<file path="src/rtl/led_blink_pkg.sv">
// Shared types for the LED blink bank: channel modes, channel config record
// and the normalisation applied to every accepted configuration.
package led_blink_pkg;

    // Config fields are carried at a fixed width; the bank zero-extends its
    // CW-bit inputs, so the unused upper bits are constant zero.
    localparam int CFG_W = 32;

    typedef enum logic [1:0] {
        MODE_OFF     = 2'b00,
        MODE_CONT    = 2'b01,
        MODE_ONESHOT = 2'b10
    } mode_e;

    typedef struct packed {
        mode_e              mode;
        logic [CFG_W-1:0]   period;
        logic [CFG_W-1:0]   high;
    } chan_cfg_t;

    localparam chan_cfg_t CFG_RST = '{mode: MODE_OFF, period: '0, high: '0};

    // Reserved mode maps to OFF, period is at least 2, high never exceeds period.
    function automatic chan_cfg_t make_cfg(input logic [1:0]       mode,
                                           input logic [CFG_W-1:0] period,
                                           input logic [CFG_W-1:0] high);
        chan_cfg_t c;
        case (mode)
            2'b01:   c.mode = MODE_CONT;
            2'b10:   c.mode = MODE_ONESHOT;
            default: c.mode = MODE_OFF;
        endcase
        c.period = (period < CFG_W'(2)) ? CFG_W'(2) : period;
        c.high   = (high > c.period) ? c.period : high;
        return c;
    endfunction

endpackage

</file>
<file path="src/rtl/led_blink_chan.sv">
// One blink channel: active config + counter, a one-deep shadow config that
// takes effect at the end of the running period, registered led/tick.
module led_blink_chan
    import led_blink_pkg::*;
#(
    parameter int CW = 5
) (
    input  logic      fpga_CLK_AUX,
    input  logic      fpga_NRST,
    input  logic      wr,
    input  chan_cfg_t cfg,
    output logic      pending,
    output logic      led,
    output logic      tick,
    output logic      busy
);

    chan_cfg_t         act_q, act_n;
    chan_cfg_t         sh_q, sh_n;
    logic [CW-1:0]     cnt_q, cnt_n;
    logic              pend_q, pend_n;
    logic              led_q, led_n;
    logic              tick_q, tick_n;
    logic              active, wrap;

    assign active  = (act_q.mode != MODE_OFF);
    assign wrap    = active && (CFG_W'(cnt_q) == act_q.period - CFG_W'(1));
    assign pending = pend_q;
    assign led     = led_q;
    assign tick    = tick_q;
    assign busy    = active;

    // Next-state: load, count, wrap with shadow hand-over or oneshot stop.
    // A write landing exactly on the wrap edge is applied directly at that
    // wrap instead of being parked in the shadow, so it can never be stranded
    // behind a oneshot that is stopping at the same edge.
    always_comb begin
        act_n  = act_q;
        sh_n   = sh_q;
        pend_n = pend_q;
        cnt_n  = cnt_q;
        if (!active) begin
            if (wr) begin
                act_n = cfg;
                cnt_n = '0;
            end
        end else if (wrap) begin
            cnt_n = '0;
            if (pend_q) begin
                act_n  = sh_q;
                pend_n = 1'b0;
            end else if (wr) begin
                act_n = cfg;
            end else if (act_q.mode == MODE_ONESHOT) begin
                act_n.mode = MODE_OFF;
            end
        end else begin
            cnt_n = cnt_q + CW'(1);
            if (wr) begin
                sh_n   = cfg;
                pend_n = 1'b1;
            end
        end
        // Outputs are registered but computed from the next state, so they
        // line up with the cnt value held during the same cycle.
        led_n  = (act_n.mode != MODE_OFF) && (CFG_W'(cnt_n) < act_n.high);
        tick_n = (act_n.mode != MODE_OFF) &&
                 (CFG_W'(cnt_n) == act_n.period - CFG_W'(1));
    end

    // State register with asynchronous clear of everything.
    always_ff @(posedge fpga_CLK_AUX or negedge fpga_NRST) begin
        if (!fpga_NRST) begin
            act_q  <= CFG_RST;
            sh_q   <= CFG_RST;
            cnt_q  <= '0;
            pend_q <= 1'b0;
            led_q  <= 1'b0;
            tick_q <= 1'b0;
        end else begin
            act_q  <= act_n;
            sh_q   <= sh_n;
            cnt_q  <= cnt_n;
            pend_q <= pend_n;
            led_q  <= led_n;
            tick_q <= tick_n;
        end
    end

endmodule

</file>
<file path="src/rtl/led_blink_bank.sv">
// Bank of independent LED blink channels behind a single valid/ready config
// port; this level only decodes the target channel and muxes cfg_ready.
module led_blink_bank
    import led_blink_pkg::*;
#(
    parameter  int NCH    = 4,
    parameter  int CLK_HZ = 27_000_000,
    localparam int CW     = $clog2(CLK_HZ + 1),
    localparam int SW     = (NCH > 1) ? $clog2(NCH) : 1
) (
    input  logic            fpga_CLK_AUX,
    input  logic            fpga_NRST,
    input  logic            cfg_valid,
    output logic            cfg_ready,
    input  logic [SW-1:0]   cfg_ch,
    input  logic [CW-1:0]   cfg_period,
    input  logic [CW-1:0]   cfg_high,
    input  logic [1:0]      cfg_mode,
    output logic [NCH-1:0]  led_out,
    output logic [NCH-1:0]  tick,
    output logic [NCH-1:0]  busy
);

    logic [NCH-1:0] pending;
    logic [NCH-1:0] wr;
    chan_cfg_t      cfg_n;

    assign cfg_n = make_cfg(cfg_mode, CFG_W'(cfg_period), CFG_W'(cfg_high));

    // Ready mux: out-of-range channels match nothing and stay ready.
    always_comb begin
        cfg_ready = 1'b1;
        for (int i = 0; i < NCH; i++)
            if (cfg_ch == SW'(i)) cfg_ready = !pending[i];
    end

    // One-hot write strobe for the accepted channel.
    always_comb begin
        wr = '0;
        for (int i = 0; i < NCH; i++)
            wr[i] = cfg_valid && cfg_ready && (cfg_ch == SW'(i));
    end

    for (genvar g = 0; g < NCH; g++) begin : g_chan
        led_blink_chan #(.CW(CW)) u_chan (
            .fpga_CLK_AUX (fpga_CLK_AUX),
            .fpga_NRST    (fpga_NRST),
            .wr           (wr[g]),
            .cfg          (cfg_n),
            .pending      (pending[g]),
            .led          (led_out[g]),
            .tick         (tick[g]),
            .busy         (busy[g])
        );
    end

endmodule

</file>
<file path="config.mk">
export PLATFORM = sky130hd
export DESIGN_NAME = led_blink_bank
export DESIGN_NICKNAME = d
export VERILOG_FILES = /design/src/rtl/led_blink_pkg.sv /design/src/rtl/led_blink_chan.sv /design/src/rtl/led_blink_bank.sv
export SDC_FILE = /design/constraint.sdc
export NUM_CORES = 2
export LEC_CHECK = 0
export ABC_AREA = 0
export BUFFER_PORTS_ARGS = -buffer_cell sky130_fd_sc_hd__buf_2
export CORE_AREA = 4 4 284 286
export DETAILED_ROUTE_END_ITERATION = 10
export DIE_AREA = 0 0 288 290
export MAX_ROUTING_LAYER = met4
export PLACE_DENSITY = 0.77
export SETUP_SLACK_MARGIN = 0.02
export SYNTH_ARGS = -nofsm -noshare
export SYNTH_HDL_FRONTEND = slang
export SYNTH_HIERARCHICAL = 1
export SYNTH_SLANG_ARGS = --single-unit
</file>
<file path="constraint.sdc">
create_clock -name fpga_CLK_AUX -period 6.65 [get_ports fpga_CLK_AUX]
set_clock_uncertainty 0.05 [all_clocks]
set_input_delay 0.665 -clock fpga_CLK_AUX [delete_from_list [all_inputs] [get_ports fpga_CLK_AUX]]
set_output_delay 0.665 -clock fpga_CLK_AUX [all_outputs]
set_load 0.02 [all_outputs]
</file>
# ---- Yosys cells after proc, flatten, opt, wreduce, memory -nomap -nowiden
# Cells that the tools add are included.
dict set report totals {
  reg_bits 640
  in_bits 57
  elab_cells 176
}
dict set report classes {
  n_addsub 12
  order_cmp 6
  eq_ne 17
  mux 55
  bitwise_logic 4
  reduce_logical 42
}
# operator n
set ops {}
lappend ops {{two-way mux 66 bit} 16}
lappend ops {{two-way mux 25 bit} 14}
lappend ops {{equality test 25 x 32 -> 1 bit} 8}
lappend ops {{two-way mux 64 bit} 4}
lappend ops {{subtractor 32 x 1 -> 32 bit (second input constant)} 8}
lappend ops {{< comparator 25 x 32 -> 1 bit} 4}
lappend ops {{adder 25 x 1 -> 25 bit (second input constant)} 4}
lappend ops {{> comparator 25 bit} 1}
lappend ops {{< comparator 25 x 2 -> 1 bit (second input constant)} 1}
lappend ops {{nonzero test 2 bit} 12}
lappend ops {{logical AND 1 bit} 17}
lappend ops {{two-way mux 2 bit} 8}
lappend ops {{equality test 2 bit (second input constant)} 7}
lappend ops {{two-way mux 1 bit} 12}
lappend ops {{AND reduction 3 bit} 4}
lappend ops {{AND reduction 2 bit} 4}
lappend ops {{equality test 2 x 1 -> 1 bit (second input constant)} 2}
lappend ops {{logical NOT 1 bit} 4}
lappend ops {{NOT 1 bit} 4}
lappend ops {{one-hot mux 2 bit (2 select lines)} 1}
lappend ops {{logical NOT 2 bit} 1}

# ---- Logic depth before layout (Yosys ltp)
dict set report logic_depth {
  depth_word 14
  depth_mapped 34
}

# ---- Hierarchy
# Netlist, hierarchy kept.
# module n_inst cells_per_inst area_each_um2 seq_area_each_um2
set by_module_without_submodules {}
lappend by_module_without_submodules {{led_blink_chan at g_chan[0].u_chan ...} 2 1177 11080.6 4003.8}
lappend by_module_without_submodules {{led_blink_chan at g_chan[3].u_chan} 1 1196 11182.0 4003.8}
lappend by_module_without_submodules {{led_blink_chan at g_chan[2].u_chan} 1 1152 11018.1 4003.8}
lappend by_module_without_submodules {led_blink_bank 1 160 1292.5 0.0}

# ---- Worst setup path after synthesis
# Ideal clock, no wire load.
dict set report synth_path {
  path_kind {register to register}
  startpoint {register g_chan[0].u_chan/act_q[32] in the netlist's numbering}
  endpoint {register g_chan[0].u_chan.led_q}
  t_arrival_ps 6520
  required_ps 6523
  path_slack_ps 2
  stages_incl_launch_ff 34
  path_buffers 9
  cell_sequence {dfrtp_1 > inv_1 > ha_1 > or4b_1 > buf_2 > or4_4 > or4_4 > a21oi_4 > o211ai_1 > nor4_2 > buf_4 > buf_6 > buf_2 > buf_2 > buf_2 > buf_2 > buf_1 > buf_1 > o22ai_1 > a22o_1 > ha_1 > nor2b_1 > o21ai_0 > nand2b_1 > a21oi_1 > nor2b_1 > o21ai_0 > nand2b_1 > a21oi_1 > nand2b_1 > a21oi_1 > o21ai_0 > a21o_1 > a21oi_1}
}
dict set report synth_via {
  elab_chain_len 7
  elab_cells_between_ends 10
  cone_classes {add/sub: 1; order compare: 1; eq/ne: 1; mux: 4; reduce/logical: 3}
}
# element line
set synth_rtl {}
lappend synth_rtl {{start: declaration} led_blink_chan.sv:18} ;# chan_cfg_t act_q, act_n;
lappend synth_rtl {{start signal: assignment} led_blink_chan.sv:81} ;# act_q <= act_n;
lappend synth_rtl {{subtractor 32 x 1 -> 32 bit (*)} led_blink_chan.sv:27} ;# assign wrap = active && (CFG_W'(cnt_q) == act_q.period - CFG_W'(1));
lappend synth_rtl {{equality test 25 x 32 -> 1 bit (*)} led_blink_chan.sv:27}
lappend synth_rtl {{logical AND 1 bit (*)} led_blink_chan.sv:27}
lappend synth_rtl {{two-way mux 25 bit / two-way mux 66 bit (equally long branches)} led_blink_chan.sv:47} ;# end else if (wrap) begin
lappend synth_rtl {{two-way mux 25 bit / two-way mux 66 bit (equally long branches)} led_blink_chan.sv:42} ;# if (!active) begin
lappend synth_rtl {{< comparator 25 x 32 -> 1 bit / nonzero test 2 bit (equally long branches)} led_blink_chan.sv:66} ;# led_n = (act_n.mode != MODE_OFF) && (CFG_W'(cnt_n) < act_n.high);
lappend synth_rtl {{logical AND 1 bit (*)} led_blink_chan.sv:66}
lappend synth_rtl {{named net g_chan[0].u_chan.led_n} led_blink_chan.sv:22} ;# logic led_q, led_n;
lappend synth_rtl {{end signal: assignment} led_blink_chan.sv:85} ;# led_q <= led_n;
lappend synth_rtl {{end: declaration} led_blink_chan.sv:22}
# The timed path passes the listed nets; every way through them passes the cells marked *.
# A chain may end at the register's enable or synchronous reset.

# ---- Final worst setup path
dict set report layout_path {
  startpoint {register g_chan[3].u_chan/act_q[32] in the netlist's numbering}
  endpoint {register g_chan[3].u_chan.led_q}
}
dict set report layout_via {
  elab_chain_len 7
  elab_cells_between_ends 10
  cone_classes {add/sub: 1; order compare: 1; eq/ne: 1; mux: 4; reduce/logical: 3}
}
# element line
set layout_rtl {}
lappend layout_rtl {{start: declaration} led_blink_chan.sv:18}
lappend layout_rtl {{start signal: assignment} led_blink_chan.sv:81}
lappend layout_rtl {{subtractor 32 x 1 -> 32 bit (*)} led_blink_chan.sv:27}
lappend layout_rtl {{equality test 25 x 32 -> 1 bit (*)} led_blink_chan.sv:27}
lappend layout_rtl {{logical AND 1 bit (*)} led_blink_chan.sv:27}
lappend layout_rtl {{two-way mux 25 bit / two-way mux 66 bit (equally long branches)} led_blink_chan.sv:47}
lappend layout_rtl {{two-way mux 25 bit / two-way mux 66 bit (equally long branches)} led_blink_chan.sv:42}
lappend layout_rtl {{< comparator 25 x 32 -> 1 bit / nonzero test 2 bit (equally long branches)} led_blink_chan.sv:66}
lappend layout_rtl {{logical AND 1 bit (*)} led_blink_chan.sv:66}
lappend layout_rtl {{named net g_chan[3].u_chan.led_n} led_blink_chan.sv:22}
lappend layout_rtl {{end signal: assignment} led_blink_chan.sv:85}
lappend layout_rtl {{end: declaration} led_blink_chan.sv:22}
# Marks and branches as above.

==> results_dict.tcl <==
set metrics [dict create \
    ios 70 \
    synth_cell_types 128 \
    async_reset_ff_share_pct 100 \
    worstHoldEndpoint "g_chan[2].u_chan/sh_q[61]" \
    design_area_mm2 0.0510 \
    critPathKind "register to register" \
    wirelength_mm 154 \
    start_util_pct 58.3 \
    synth_edf_count 0 \
    crit_buf_inv 3 \
    max_freq_ghz 0.157 \
    drc 0 \
    finalMaxSlewViolations 0 \
    crit_path_start_kind "register" \
    synth_area_mm2 0.0457 \
    final_hold_viol_count 0 \
    power_mw 20.2 \
    synth_top_area_share_pct 35.1 \
    yosysSeqAreaShare_pct 35.1 \
    grt_max_degree 147 \
    dieWidth_um 288 \
    setup_viol 0 \
    rr_startpoint "g_chan[3].u_chan/act_q[32]" \
    crit_required_ns 7.15 \
    syn_inst 4862 \
    cts_buffer_depth 3 \
    first_global_vias 39500 \
    hold_depth 1 \
    tns_ns 0 \
    fin_nets 5199 \
    crit_slowest_cell "or3b_2" \
    wire_per_inst_um 25.1 \
    antenna_found_initial 9 \
    grt.total_usage_pct 37.0 \
    mostFrequentLayoutCells "638 x dfrtp_1, 303 x mux2i_1, 300 x mux2_2" \
    status "finished, final reports clean" \
    viasPerCell 6.78 \
    rows 103 \
    nFillCells 6333 \
    worstSetupEndpointType "register" \
    tightest_slew_ns 1.22 \
    drtAntennaViolNets 0 \
    place.gp.congestion 1.02 \
    synth_warnings 6 \
    dpl-instance-area_mm2 0.0482 \
    rsz0062_at_grt "true" \
    cpPeakStageDelay_ns 0.59 \
    htreeDepth 3 \
    min-delay-start "g_chan[2].u_chan/sh_q[61]" \
    vias 41600 \
    leakagePower_nw 20.7 \
    ys_ff_latch 640 \
    critical_path.top_delay_family "simple AND/OR/NAND/NOR gates" \
    fin_util_pct 65.1 \
    numCtsBuffers 76 \
    crit_fanout 58 \
    drt_first_pass_iters 6 \
    die_h_um 290 \
    dp_hpwl_mm 110 \
    coreArea_mm2 0.0784 \
    fp.dieArea_mm2 0.0835 \
    final_common_cell "dfrtp_1" \
    fin_crit_sh_pct 95.7 \
    cts.sinks 640 \
    synth.top_cells.by_area "dfrtp_1 35%, mux2_2 7.4%, mux2i_1 6.7%, ha_1 3.6%, xnor2_1 2.4%" \
    period_needed_ns 6.36 \
    reg2reg_depth 27 \
    power.density_mw_per_mm2 396 \
    r2r-end "g_chan[3].u_chan/led" \
    crit_path_frequent_cell "a21oi_1" \
    tritoncts "built" \
    avgSynthCellArea_um2 9.39 \
    hold_class "register to register" \
    clk_latency_ns 0.64 \
    path_clk_slew_ns 0.06 \
    clockRootBuffer "clkbuf_16" \
    post-place-cells 5974 \
    synth_flop_cell "dfrtp_1" \
    fin_cells 6131 \
    drt_iter0_markers 4835 \
    syn2layout_area_growth_pct 11.8 \
    grt_pass1_wl_mm 236 \
    yosys.area.top_type "dfrtp_1" \
    relSlewSlack_pct 18.1 \
    critPathArrivalTime_ns 6.87 \
    r2r_slack_ns 0.29 \
    ir_worst_vdd_v 0.000274 \
    grt_overflow_total 0 \
    port_buffers 69 \
    drive_above_1_share_pct 18.1 \
    maxCapViolCount 0 \
]
-- power breakdown --
part	switching [mW]	internal (mW)	total, mW	leakage (nW)
Clock	1.77	2.66	4.43	1.28
Combinational	5.32	3.66	8.98	12.0
Sequential	1.40	5.40	6.79	7.39
Total	8.49	11.7	20.2	20.7
-- registers in the layout, indices dropped and copies added, names as in the netlist --
signal,cells
g_chan.u_chan/led,4
g_chan.u_chan/act_q,264
g_chan.u_chan/sh_q,264
g_chan.u_chan/cnt_q,100
g_chan.u_chan/tick,4
g_chan.u_chan/pending,4
-- synth_stat cells, types with 58 or more instances --
cell type  count
nor3_1       190
nand4_1       95
ha_1         133
nand2_1      238
o22ai_1      138
nor4_1        90
dfrtp_1      640
and3_1        58
nor2_1       211
a22oi_1       61
xnor2_1      127
mux2_2       300
a22o_1       108
o21ai_0      210
mux2i_1      304
xor2_1       102
nand3_1      140
or3_1         67
nand2b_1      76
a21oi_1      130
inv_1        263
clkbuf_1     239
-- what timing repair did --
item | CTS | global route
setup endpoints to repair | 0 | 7
endpoints found under the hold margin | 53 | 0
setup buffers | 0 | 6
gates resized for setup | 0 | 18
hold buffers | 1 | 0
-- worst reg2reg max path, delay by kind of cell, from the launching register on --
| family | cells | cell delay (ns) |
|---|---|---|
| compound gates | 11 | 2.09 |
| simple gates | 11 | 2.49 |
| fa+ha+maj | 2 | 0.59 |
| buf+inv | 3 | 0.63 |
| flops | 1 | 0.42 |
-- how the worst max path moves through the flow --
stage | cells past startpoint | from | endpoint | slack, ns
3_5_place_dp | 26 | g_chan[3].u_chan/act_q[32] | g_chan[3].u_chan/led | 0.06
6_report | 27 | g_chan[3].u_chan/act_q[32] | g_chan[3].u_chan/led | 0.29
3_3_place_gp | 26 | g_chan[3].u_chan/act_q[32] | g_chan[3].u_chan/led | 0.24
5_1_grt | 27 | g_chan[3].u_chan/act_q[32] | g_chan[3].u_chan/led | -0.03
4_1_cts | 26 | g_chan[3].u_chan/act_q[32] | g_chan[3].u_chan/led | 0.06
2_1_floorplan | 33 | g_chan[0].u_chan/act_q[32] | g_chan[0].u_chan/led | 0.09
-- logic make-up (layout without fill, tap and decap cells) --
kind of cell / count (synthesis) / after routing / synth area share (%)
XOR/XNOR: 230 / 230 / 4.44
AO/OA/AOI/OAI: 1102 / 1102 / 17.4
flip-flops: 640 / 640 / 35.1
other: 1 / 128 / 0.00821
multiplexers: 625 / 625 / 14.8
buffers and inverters: 617 / 709 / 5.63
adder cells (fa/ha/maj): 133 / 133 / 3.65
AND/OR/NAND/NOR: 1514 / 1514 / 19.1
-- area by class of cell --
class	instances	area (um^2)	area share (%)
diodes	12	30.0	0.0588
clock buffers	107	2190	4.29
clock inverters	31	435	0.853
inverters	266	1000	1.96
multi-input cells	3720	27700	54.3
flip-flops and latches	640	16000	31.4
well taps	1050	1310	2.57
repair buffers	305	2350	4.60
-- metal layers --
| layer | global-route usage [%] | share of wire, % | vias up | routed length (um) |
|---|---|---|---|---|
| met3 | 7.66 | 10 | 414 | 15900 |
| met2 | 53.9 | 44 | 2229 | 67100 |
| met5 | - | 0 | - | 0 |
| met1 | 50.4 | 41 | 20400 | 63700 |
| li1 | - | - | 18500 | - |
| met4 | 15.7 | 4.7 | 0 | 7210 |
-- through the flow --
stage          setup WS (ns)  hold WS, ns
2_1_floorplan         0.0944        0.319
3_3_place_gp           0.245        0.428
3_5_place_dp          0.0578        0.434
4_1_cts               0.0562        0.446
5_1_grt              -0.0264        0.462
6_report               0.287        0.445
No activity file was read; power rests on OpenSTA's default activity.
